[src/rtl/percept_host.sv]
// Host-side initiator for the percept UART bus: sends an addr/op/data frame on tx
// and, for read opcodes, waits for a single reply byte on rx or times out.
module percept_host #(
    parameter int CLK_PER_BIT    = 868,
    parameter int TIMEOUT_CYCLES = 65535
) (
    input  logic       clk,
    input  logic       nRst,
    input  logic       cmd_valid,
    output logic       cmd_ready,
    input  logic [7:0] cmd_addr,
    input  logic [7:0] cmd_op,
    input  logic [7:0] cmd_data,
    output logic       rsp_valid,
    output logic [7:0] rsp_data,
    output logic       rsp_timeout,
    output logic       tx,
    input  logic       rx
);

    localparam int CW = $clog2(CLK_PER_BIT);
    localparam logic [CW-1:0] BIT_LAST  = CW'(CLK_PER_BIT - 1);
    localparam logic [CW-1:0] HALF_LAST = CW'(CLK_PER_BIT / 2 - 1);
    localparam logic [CW-1:0] CNT_ONE   = CW'(1);
    localparam logic [15:0]   TOUT_LAST = 16'(TIMEOUT_CYCLES - 1);

    typedef enum logic [1:0] {ST_IDLE = 2'd0, ST_SEND = 2'd1, ST_WAIT = 2'd2} state_e;
    typedef enum logic [1:0] {RX_IDLE = 2'd0, RX_START = 2'd1, RX_DATA = 2'd2, RX_STOP = 2'd3} rx_e;

    state_e        state_q;
    logic [28:0]   frame_q;
    logic [4:0]    tx_bit_q;
    logic [CW-1:0] tx_cnt_q;
    logic [15:0]   tout_q;
    logic          read_q;
    logic          tx_q;
    logic          ready_q;
    logic          rsp_valid_q;
    logic          rsp_timeout_q;
    logic [7:0]    rsp_data_q;

    rx_e           rx_st_q;
    logic          rx_meta_q;
    logic          rx_sync_q;
    logic          rx_prev_q;
    logic [CW-1:0] rx_cnt_q;
    logic [2:0]    rx_idx_q;
    logic [7:0]    rx_shift_q;

    logic [28:0]   frame_d;
    logic          rx_good_s;

    // The leading start bit is driven directly on accept, so only the remaining 29 bits are queued.
    assign frame_d   = {1'b1, cmd_data, 1'b0, 1'b1, cmd_op, 1'b0, 1'b1, cmd_addr};
    assign rx_good_s = (rx_st_q == RX_STOP) && (rx_cnt_q == BIT_LAST) && rx_sync_q;

    // Transaction FSM: accept, serialise three bytes, then await reply or timeout.
    always_ff @(posedge clk or negedge nRst) begin
        if (!nRst) begin
            state_q       <= ST_IDLE;
            frame_q       <= '1;
            tx_bit_q      <= 5'd0;
            tx_cnt_q      <= '0;
            tout_q        <= 16'd0;
            read_q        <= 1'b0;
            tx_q          <= 1'b1;
            ready_q       <= 1'b1;
            rsp_valid_q   <= 1'b0;
            rsp_timeout_q <= 1'b0;
            rsp_data_q    <= 8'd0;
        end else begin
            rsp_valid_q   <= 1'b0;
            rsp_timeout_q <= 1'b0;
            case (state_q)
                ST_IDLE: begin
                    if (cmd_valid && ready_q) begin
                        frame_q  <= frame_d;
                        read_q   <= cmd_op[7];
                        tx_q     <= 1'b0;
                        tx_bit_q <= 5'd0;
                        tx_cnt_q <= '0;
                        ready_q  <= 1'b0;
                        state_q  <= ST_SEND;
                    end else begin
                        tx_q <= 1'b1;
                    end
                end
                ST_SEND: begin
                    if (tx_cnt_q == BIT_LAST) begin
                        tx_cnt_q <= '0;
                        if (tx_bit_q == 5'd29) begin
                            tx_q   <= 1'b1;
                            tout_q <= 16'd0;
                            if (read_q) begin
                                state_q <= ST_WAIT;
                            end else begin
                                state_q <= ST_IDLE;
                                ready_q <= 1'b1;
                            end
                        end else begin
                            tx_bit_q <= tx_bit_q + 5'd1;
                            tx_q     <= frame_q[0];
                            frame_q  <= {1'b1, frame_q[28:1]};
                        end
                    end else begin
                        tx_cnt_q <= tx_cnt_q + CNT_ONE;
                    end
                end
                ST_WAIT: begin
                    // A completing good frame outranks a timeout expiring on the same cycle.
                    if (rx_good_s) begin
                        rsp_data_q  <= rx_shift_q;
                        rsp_valid_q <= 1'b1;
                        ready_q     <= 1'b1;
                        state_q     <= ST_IDLE;
                    end else if (rx_st_q != RX_IDLE) begin
                        tout_q <= tout_q;
                    end else if (tout_q == TOUT_LAST) begin
                        rsp_timeout_q <= 1'b1;
                        ready_q       <= 1'b1;
                        state_q       <= ST_IDLE;
                    end else begin
                        tout_q <= tout_q + 16'd1;
                    end
                end
                default: begin
                    state_q <= ST_IDLE;
                    ready_q <= 1'b1;
                    tx_q    <= 1'b1;
                end
            endcase
        end
    end

    // Free-running 8N1 receiver; it stays frame-aligned even when no reply is expected.
    always_ff @(posedge clk or negedge nRst) begin
        if (!nRst) begin
            rx_meta_q  <= 1'b1;
            rx_sync_q  <= 1'b1;
            rx_prev_q  <= 1'b1;
            rx_st_q    <= RX_IDLE;
            rx_cnt_q   <= '0;
            rx_idx_q   <= 3'd0;
            rx_shift_q <= 8'd0;
        end else begin
            rx_meta_q <= rx;
            rx_sync_q <= rx_meta_q;
            rx_prev_q <= rx_sync_q;
            case (rx_st_q)
                RX_IDLE: begin
                    if (rx_prev_q && !rx_sync_q) begin
                        rx_st_q  <= RX_START;
                        rx_cnt_q <= '0;
                    end else begin
                        rx_cnt_q <= '0;
                    end
                end
                RX_START: begin
                    if (rx_cnt_q == HALF_LAST) begin
                        rx_cnt_q <= '0;
                        rx_idx_q <= 3'd0;
                        rx_st_q  <= rx_sync_q ? RX_IDLE : RX_DATA;
                    end else begin
                        rx_cnt_q <= rx_cnt_q + CNT_ONE;
                    end
                end
                RX_DATA: begin
                    if (rx_cnt_q == BIT_LAST) begin
                        rx_cnt_q   <= '0;
                        rx_shift_q <= {rx_sync_q, rx_shift_q[7:1]};
                        if (rx_idx_q == 3'd7) begin
                            rx_st_q <= RX_STOP;
                        end else begin
                            rx_idx_q <= rx_idx_q + 3'd1;
                        end
                    end else begin
                        rx_cnt_q <= rx_cnt_q + CNT_ONE;
                    end
                end
                RX_STOP: begin
                    if (rx_cnt_q == BIT_LAST) begin
                        rx_cnt_q <= '0;
                        rx_st_q  <= RX_IDLE;
                    end else begin
                        rx_cnt_q <= rx_cnt_q + CNT_ONE;
                    end
                end
                default: begin
                    rx_st_q  <= RX_IDLE;
                    rx_cnt_q <= '0;
                end
            endcase
        end
    end

    assign cmd_ready   = ready_q;
    assign rsp_valid   = rsp_valid_q;
    assign rsp_data    = rsp_data_q;
    assign rsp_timeout = rsp_timeout_q;
    assign tx          = tx_q;

endmodule

[config.mk]
export PLATFORM = sky130hd
export DESIGN_NAME = percept_host
export DESIGN_NICKNAME = d
export VERILOG_FILES = /design/src/rtl/percept_host.sv
export SDC_FILE = /design/constraint.sdc
export NUM_CORES = 1
export LEC_CHECK = 0
export ABC_AREA = 0
export BUFFER_PORTS_ARGS = -buffer_cell sky130_fd_sc_hd__buf_2
export CORE_MARGIN = 2
export CORE_UTILIZATION = 40
export DETAILED_ROUTE_END_ITERATION = 8
export PLACE_DENSITY = 0.65
export SYNTH_ARGS = -nofsm -noshare
export SYNTH_HDL_FRONTEND = slang
export SYNTH_SLANG_ARGS = --single-unit
export TNS_END_PERCENT = 1
[constraint.sdc]
create_clock -name clk -period 2.3 [get_ports clk]
set_input_delay 0.46 -clock clk [delete_from_list [all_inputs] [get_ports clk]]
set_output_delay 0.46 -clock clk [all_outputs]
set_load 0.02 [all_outputs]
==> results of run 1 <==
-- cells by family (layout without fill, tap and decap cells) --
family,Yosys count,in the layout
AND/OR/NAND/NOR,170,170
AO/OA/AOI/OAI,110,110
flip-flops,100,100
multiplexers,41,41
buffers and inverters,27,83
XOR/XNOR,12,12
adder cells (fa/ha/maj),9,9
-- final cells by class --
class | count | area (sq um)
clock buffer | 9 | 225
clock inverter | 7 | 48.8
fill | 1072 | 6030
inverter | 8 | 30.0
multi-input combinational | 342 | 2150
sequential | 100 | 2540
tap | 143 | 179
timing repair buffer | 59 | 360
-- metal layers --
| metal | up-vias | GRT usage, % | part of all wire [%] |
|---|---|---|---|
| met5 | - | 0 | 0 |
| met4 | 0 | 5.37 | 2.3 |
| met3 | 23 | 3.61 | 3.5 |
| met2 | 73 | 26.4 | 47 |
| met1 | 1752 | 21.1 | 47 |
| li1 | 1780 | - | - |
-- power by group through the flow --
stage / Sequential [mW] / Combinational, mW / Clock [mW]
after floorplan: 1.90 / 0.171 / 0
after global placement: 1.92 / 0.276 / 0
after detailed placement: 1.92 / 0.285 / 0
after CTS: 1.89 / 0.294 / 1.46
after global routing: 1.90 / 0.329 / 1.53
final: 1.89 / 0.292 / 1.42
-- worst paths after layout --
path                                to  slack, ns  depth (start not counted)
setup / recovery             tout_q[3]       0.16                          6
hold / removal             rx_idx_q[0]     -0.001                          1
setup reg to reg             tout_q[3]       0.16                          6
hold reg to reg              rx_sync_q       0.36                          0
max in group asynchronous    rx_prev_q       1.64                          2
min in group clk             rx_meta_q       0.22                          1
-- synthesized netlist by cell type, drive strengths merged (3+ instances only) --
master,n,area share [%]
nor3,11,1.3
nor2b,3,0.39
and4,3,0.55
nand4,6,0.78
xor2,6,1.1
dfstp,33,18
inv,8,0.63
mux2,16,3.8
nand3,22,2.3
o41ai,3,0.55
clkbuf,10,0.78
nand2,66,5.2
xnor2,6,1.1
a31oi,10,1.3
a21oi,9,0.94
ha,9,2.4
buf,9,0.91
nor2,33,2.6
dfrtp,67,35
and3,8,1.0
o21ai,61,6.4
mux2i,25,5.2
and2,3,0.39
a21o,3,0.47
o31ai,14,2.3
-- stage by stage --
stage	utilization, %	cell area, sq um	hold slack, ns
floorplan	-	4790	0.164
global placement	45.4	5250	0.351
detailed placement	45.4	5250	0.349
CTS	47.8	5530	0.00711
global route	47.9	5540	0.0104
finish	47.9	5540	-0.00120
-- worst max-delay path, cell delays in order (launching register included) --
cell     delay (ns)
dfrtp_1        0.41
ha_1           0.22
or4b_4         0.51
nor4b_4        0.30
a22oi_2        0.09
or4_1          0.46
nand3_1        0.09
-- flip-flops by register name (all words and copies together) (netlist names), 2 cells and up, named ones only --
name        count
frame_q        28
rsp_data        8
rx_cnt_q       10
rx_idx_q        3
rx_shift_q      8
state_q         2
tout_q         16
tx_bit_q        5
tx_cnt_q       10
-- what timing repair did --
item / 4_1_cts / 5_1_grt
endpoints found under the hold margin: 0 / 0
setup buffers: 0 / 0
endpoints found under the setup margin: 0 / 13
gates resized for setup: 0 / 2
==> out/results.txt, run 1 <==
outcome: finished, violations left
failing checks: negative hold slack
HPWL after DPL: 6680 um
Post-Synth Simple-Gate Area: 17.2%
# rows: 39
clk slew on worst S/H paths: 0.07 ns
Die H: 113 um
P_leak: 2.54 nW
TritonCTS buffer count: 9
clock network power share: 39.4%
crit path kind: reg2reg
Post-synth ARST share: 100%
EDFF count, synth: 0
cell count after placement: 652
Distinct cells, synth: 48
GRT Overall Usage: 16.0%
Area Overhead vs Synth: 15.6%
Adder-Cell Fraction of Synth Area: 2.35%
layout cells sized above 1: 25.5%
final setup fails: 0
clk sinks: 100
Worst Path Max Fanout: 5
vias in the first global route: 3,540
post-synthesis compound-gate area fraction: 13.8%
RSZ-0062 raised after global routing: no
NumNets Final: 557
Final Max Slew Viols: 0
Max-Cap Viols: 0
startpoint types: register
Net Sw Frac: 25.7%
Final min period: 2.14 ns
synth warn: 0
final WL: 9710 um
first-pass GRT wire length: 16,800 um
fmax: 468 MHz
Max IR drop VDD: 0.422 mV
GRT overflow: 0
IO buf count: 39
final worst clock skew: 0.0101 ns
die area: 12,900 sq um
TritonRoute pass-1 iters: 4
worst skew pair latency: 0.34 ns
I/O pin total: 40
core area: 11,600 sq um
DR vias/cell: 5.43
power density over cell area: 651 nW/um^2
switching power: 928 uW
mapped cell area: 4790 sq um
sequential share of power: 52.5%
Initial Utilization: 41.4%
CP Launch Point: tx_cnt_q[0]
detailed-route DRC error count: 0
commonest non-fill, non-tap cells in the layout: nand2_1 (66), dfrtp_1 (66), o21ai_0 (59)
post-synthesis mux area share: 8.99%
final hold vios: 5
Worst EP required: 2.58 ns
Avg Cell Area, Syn: 10.2 sq um
Max-slew headroom: 59.5%
Root Buffer: clkbuf_16
crit path DAT: 2.42 ns
Hold Crit Class: in2async
DRC violation total after the first TritonRoute iteration: 175
H-tree depth: 3
Setup WS post-layout: 0.163 ns
FF+latch count, synth: 100
post-synth net total: 506
Final GP Congestion: 0.841
Hold WS: -0.00120 ns
Seq/Total Area, Yosys: 53.1%
fin crit share: 92.9%
largest net degree at the start of global routing: 59
internal power: 2.68 mW
initial antenna violation count: 0
most common flop cell mapped by yosys: dfrtp_1
crit path capture type: register
Antenna Violating Nets Remaining: 0
dominant combinational cell family by area after synthesis: simple AND/OR/NAND/NOR gates
Slew @ Worst Pin: 0.603 ns
TritonCTS clock tree: built
WL per Instance: 14.5 um
worst r2r src: tx_cnt_q[0]
total power: 3.60 mW
clk buf depth: 2
Synth Area in XOR/XNOR: 2.19%
Fin Setup TNS: 0 ns
Post-Layout Cell Count: 668
CTS Hold Bufs: 0
die width: 113 um
Antenna Cells: 0
pre-CTS worst setup slack: 0.144 ns
Gate Count Post-Synth: 469
combinational fraction of design power: 8.1%
via count of the routed design: 3,628
(Power assumes the default switching activity.)
==> run 2, diff against run 1 <==
--- a/config.mk
+++ b/config.mk
@@ -10,7 +10,6 @@
 export CORE_MARGIN = 2
 export CORE_UTILIZATION = 40
 export DETAILED_ROUTE_END_ITERATION = 8
-export PLACE_DENSITY = 0.65
 export SYNTH_ARGS = -nofsm -noshare
 export SYNTH_HDL_FRONTEND = slang
 export SYNTH_SLANG_ARGS = --single-unit
==> constraint.sdc (replaced) <==
create_clock -name clk -period 2.1 [get_ports clk]
set_input_delay 0.42 -clock clk [delete_from_list [all_inputs] [get_ports clk]]
set_output_delay 0.42 -clock clk [all_outputs]
set_load 0.02 [all_outputs]
==> out/results.txt, run 2 (same netlist as run 1, synthesis figures left out) <==
largest net degree at the start of global routing: 42
Antenna Violating Nets Remaining: 0
combinational fraction of design power: 6.9%
Biggest register: frame_q
clock network power share: 41.9%
Worst EP required: 2.33 ns
via count of the routed design: 3,665
Root Buffer: clkbuf_16
fmax: 488 MHz
H-tree depth: 3
Area Overhead vs Synth: 19.2%
I/O pin total: 40
final setup fails: 0
clk sinks: 100
P_leak: 2.63 nW
fin crit share: 97.5%
final hold vios: 0
startpoint types: register
Final Max Slew Viols: 0
RSZ-0062 raised after global routing: yes
clk slew on worst S/H paths: 0.07 ns
pre-CTS worst setup slack: -0.0241 ns
cell count after placement: 665
Final min period: 2.05 ns
Setup WS post-layout: 0.0525 ns
# rows: 39
power density over cell area: 715 nW/um^2
Largest register FFs: 28
GRT Overall Usage: 16.2%
worst skew pair latency: 0.34 ns
TritonCTS clock tree: built
first-pass GRT wire length: 17,100 um
sequential share of power: 51.2%
crit path kind: reg2reg
HPWL after DPL: 6850 um
Antenna Cells: 0
switching power: 963 uW
final core utilization: 49.3%
GRT overflow: 0
IO buf count: 39
die width: 113 um
crit path capture type: register
Max-slew headroom: 56.1%
commonest non-fill, non-tap cells in the layout: dfrtp_1 (67), nand2_1 (65), o21ai_0 (52)
vias in the first global route: 3,622
layout cells sized above 1: 27.8%
final worst clock skew: 0.00777 ns
Max-Cap Viols: 0
Die H: 113 um
outcome: completed
internal power: 3.12 mW
initial antenna violation count: 0
Worst Path Max Fanout: 6
Post-Layout Cell Count: 682
Hold Crit Class: in2async
Hold WS: 0.0634 ns
Net Sw Frac: 23.6%
crit path DAT: 2.27 ns
DR vias/cell: 5.37
commonest non-fill, non-tap cell in the layout: dfrtp_1
DRC violation total after the first TritonRoute iteration: 196
Slew @ Worst Pin: 0.653 ns
die area: 12,900 sq um
Initial Utilization: 41.4%
Final GP Congestion: 0.837
TritonRoute pass-1 iters: 6
TritonCTS buffer count: 9
core area: 11,600 sq um
NumNets Final: 571
detailed-route DRC error count: 0
final WL: 9630 um
clk buf depth: 2
Max IR drop VDD: 0.431 mV
WL per Instance: 14.1 um
top flop regs: frame_q: 28 flops, tout_q: 16 flops
-- run 2: changes by cell type in the layout (fill, tap and decap cells not counted), sizes merged --
| cell | previous run | this run |
|---|---|---|
| buf | 59 | 73 |
| bufinv | 0 | 1 |
| clkbuf | 9 | 11 |
| clkinv | 4 | 3 |
| inv | 10 | 8 |
-- run 2: routing by layer --
layer  vias up  global-route usage (%)  part of all wire, %
li1       1812                       -                    -
met5         -                       0                    0
met3        10                    4.04                  3.5
met2        63                    26.3                   48
met4         0                    5.12                  1.1
met1      1780                    21.5                   48
-- run 2: worst paths after layout --
| kind | startpoint | end | slack, ns | cells after the start |
|---|---|---|---|---|
| worst max-delay path | tout_q[0] | tout_q[11] | 0.05 | 8 |
| worst min-delay path | nRst | tout_q[12] | 0.06 | 1 |
| worst max register to register | tout_q[0] | tout_q[11] | 0.05 | 8 |
| worst min register to register | rx_meta_q | rx_sync_q | 0.36 | 0 |
| max in group asynchronous | nRst | frame_q[12] | 1.38 | 2 |
| min in group clk | rx | rx_meta_q | 0.17 | 1 |
-- run 2: through the flow --
| step | power [mW] | area, sq um | TNS (ns) |
|---|---|---|---|
| finish | 4.08 | 5710 | 0 |
| floorplan | 2.27 | 4800 | -0.261 |
| global route | 4.26 | 5710 | -0.251 |
| CTS | 4.15 | 5680 | 0 |
| global placement | 2.41 | 5360 | 0 |
| detailed placement | 2.41 | 5360 | -0.0241 |
-- run 2: layout make-up --
cell class / count / area (sq um)
clock buffers: 11 / 254
clock inverters: 5 / 60.1
fillers: 1046 / 5860
inverters: 8 / 30.0
multi-input cells: 342 / 2170
flip-flops and latches: 100 / 2540
well taps: 143 / 179
repair buffers: 73 / 469
-- run 2: what timing repair did --
item / CTS / global route
setup buffers: 0 / 1
hold buffers: 0 / 0
pin swaps: 1 / 2
cloned: 0 / 0
setup endpoints to repair: 2 / 62
resized for setup: 1 / 11
-- run 2: critical path, cell delays in order, from the launching register on --
cell and delay (ns):
dfrtp_1 0.38, inv_1 0.06, ha_1 0.14, nand4_1 0.14, or4_4 0.58, a22oi_2 0.22, buf_4 0.18, nor2_1 0.05
o22a_1 0.19
-- run 2: power groups by stage --
stage	combinational, mW	clock [mW]	sequential (mW)
after floorplan	0.187	0	2.08
after global placement	0.285	0	2.12
after detailed placement	0.288	0	2.12
after CTS	0.289	1.77	2.09
after global routing	0.326	1.83	2.11
final	0.282	1.71	2.09
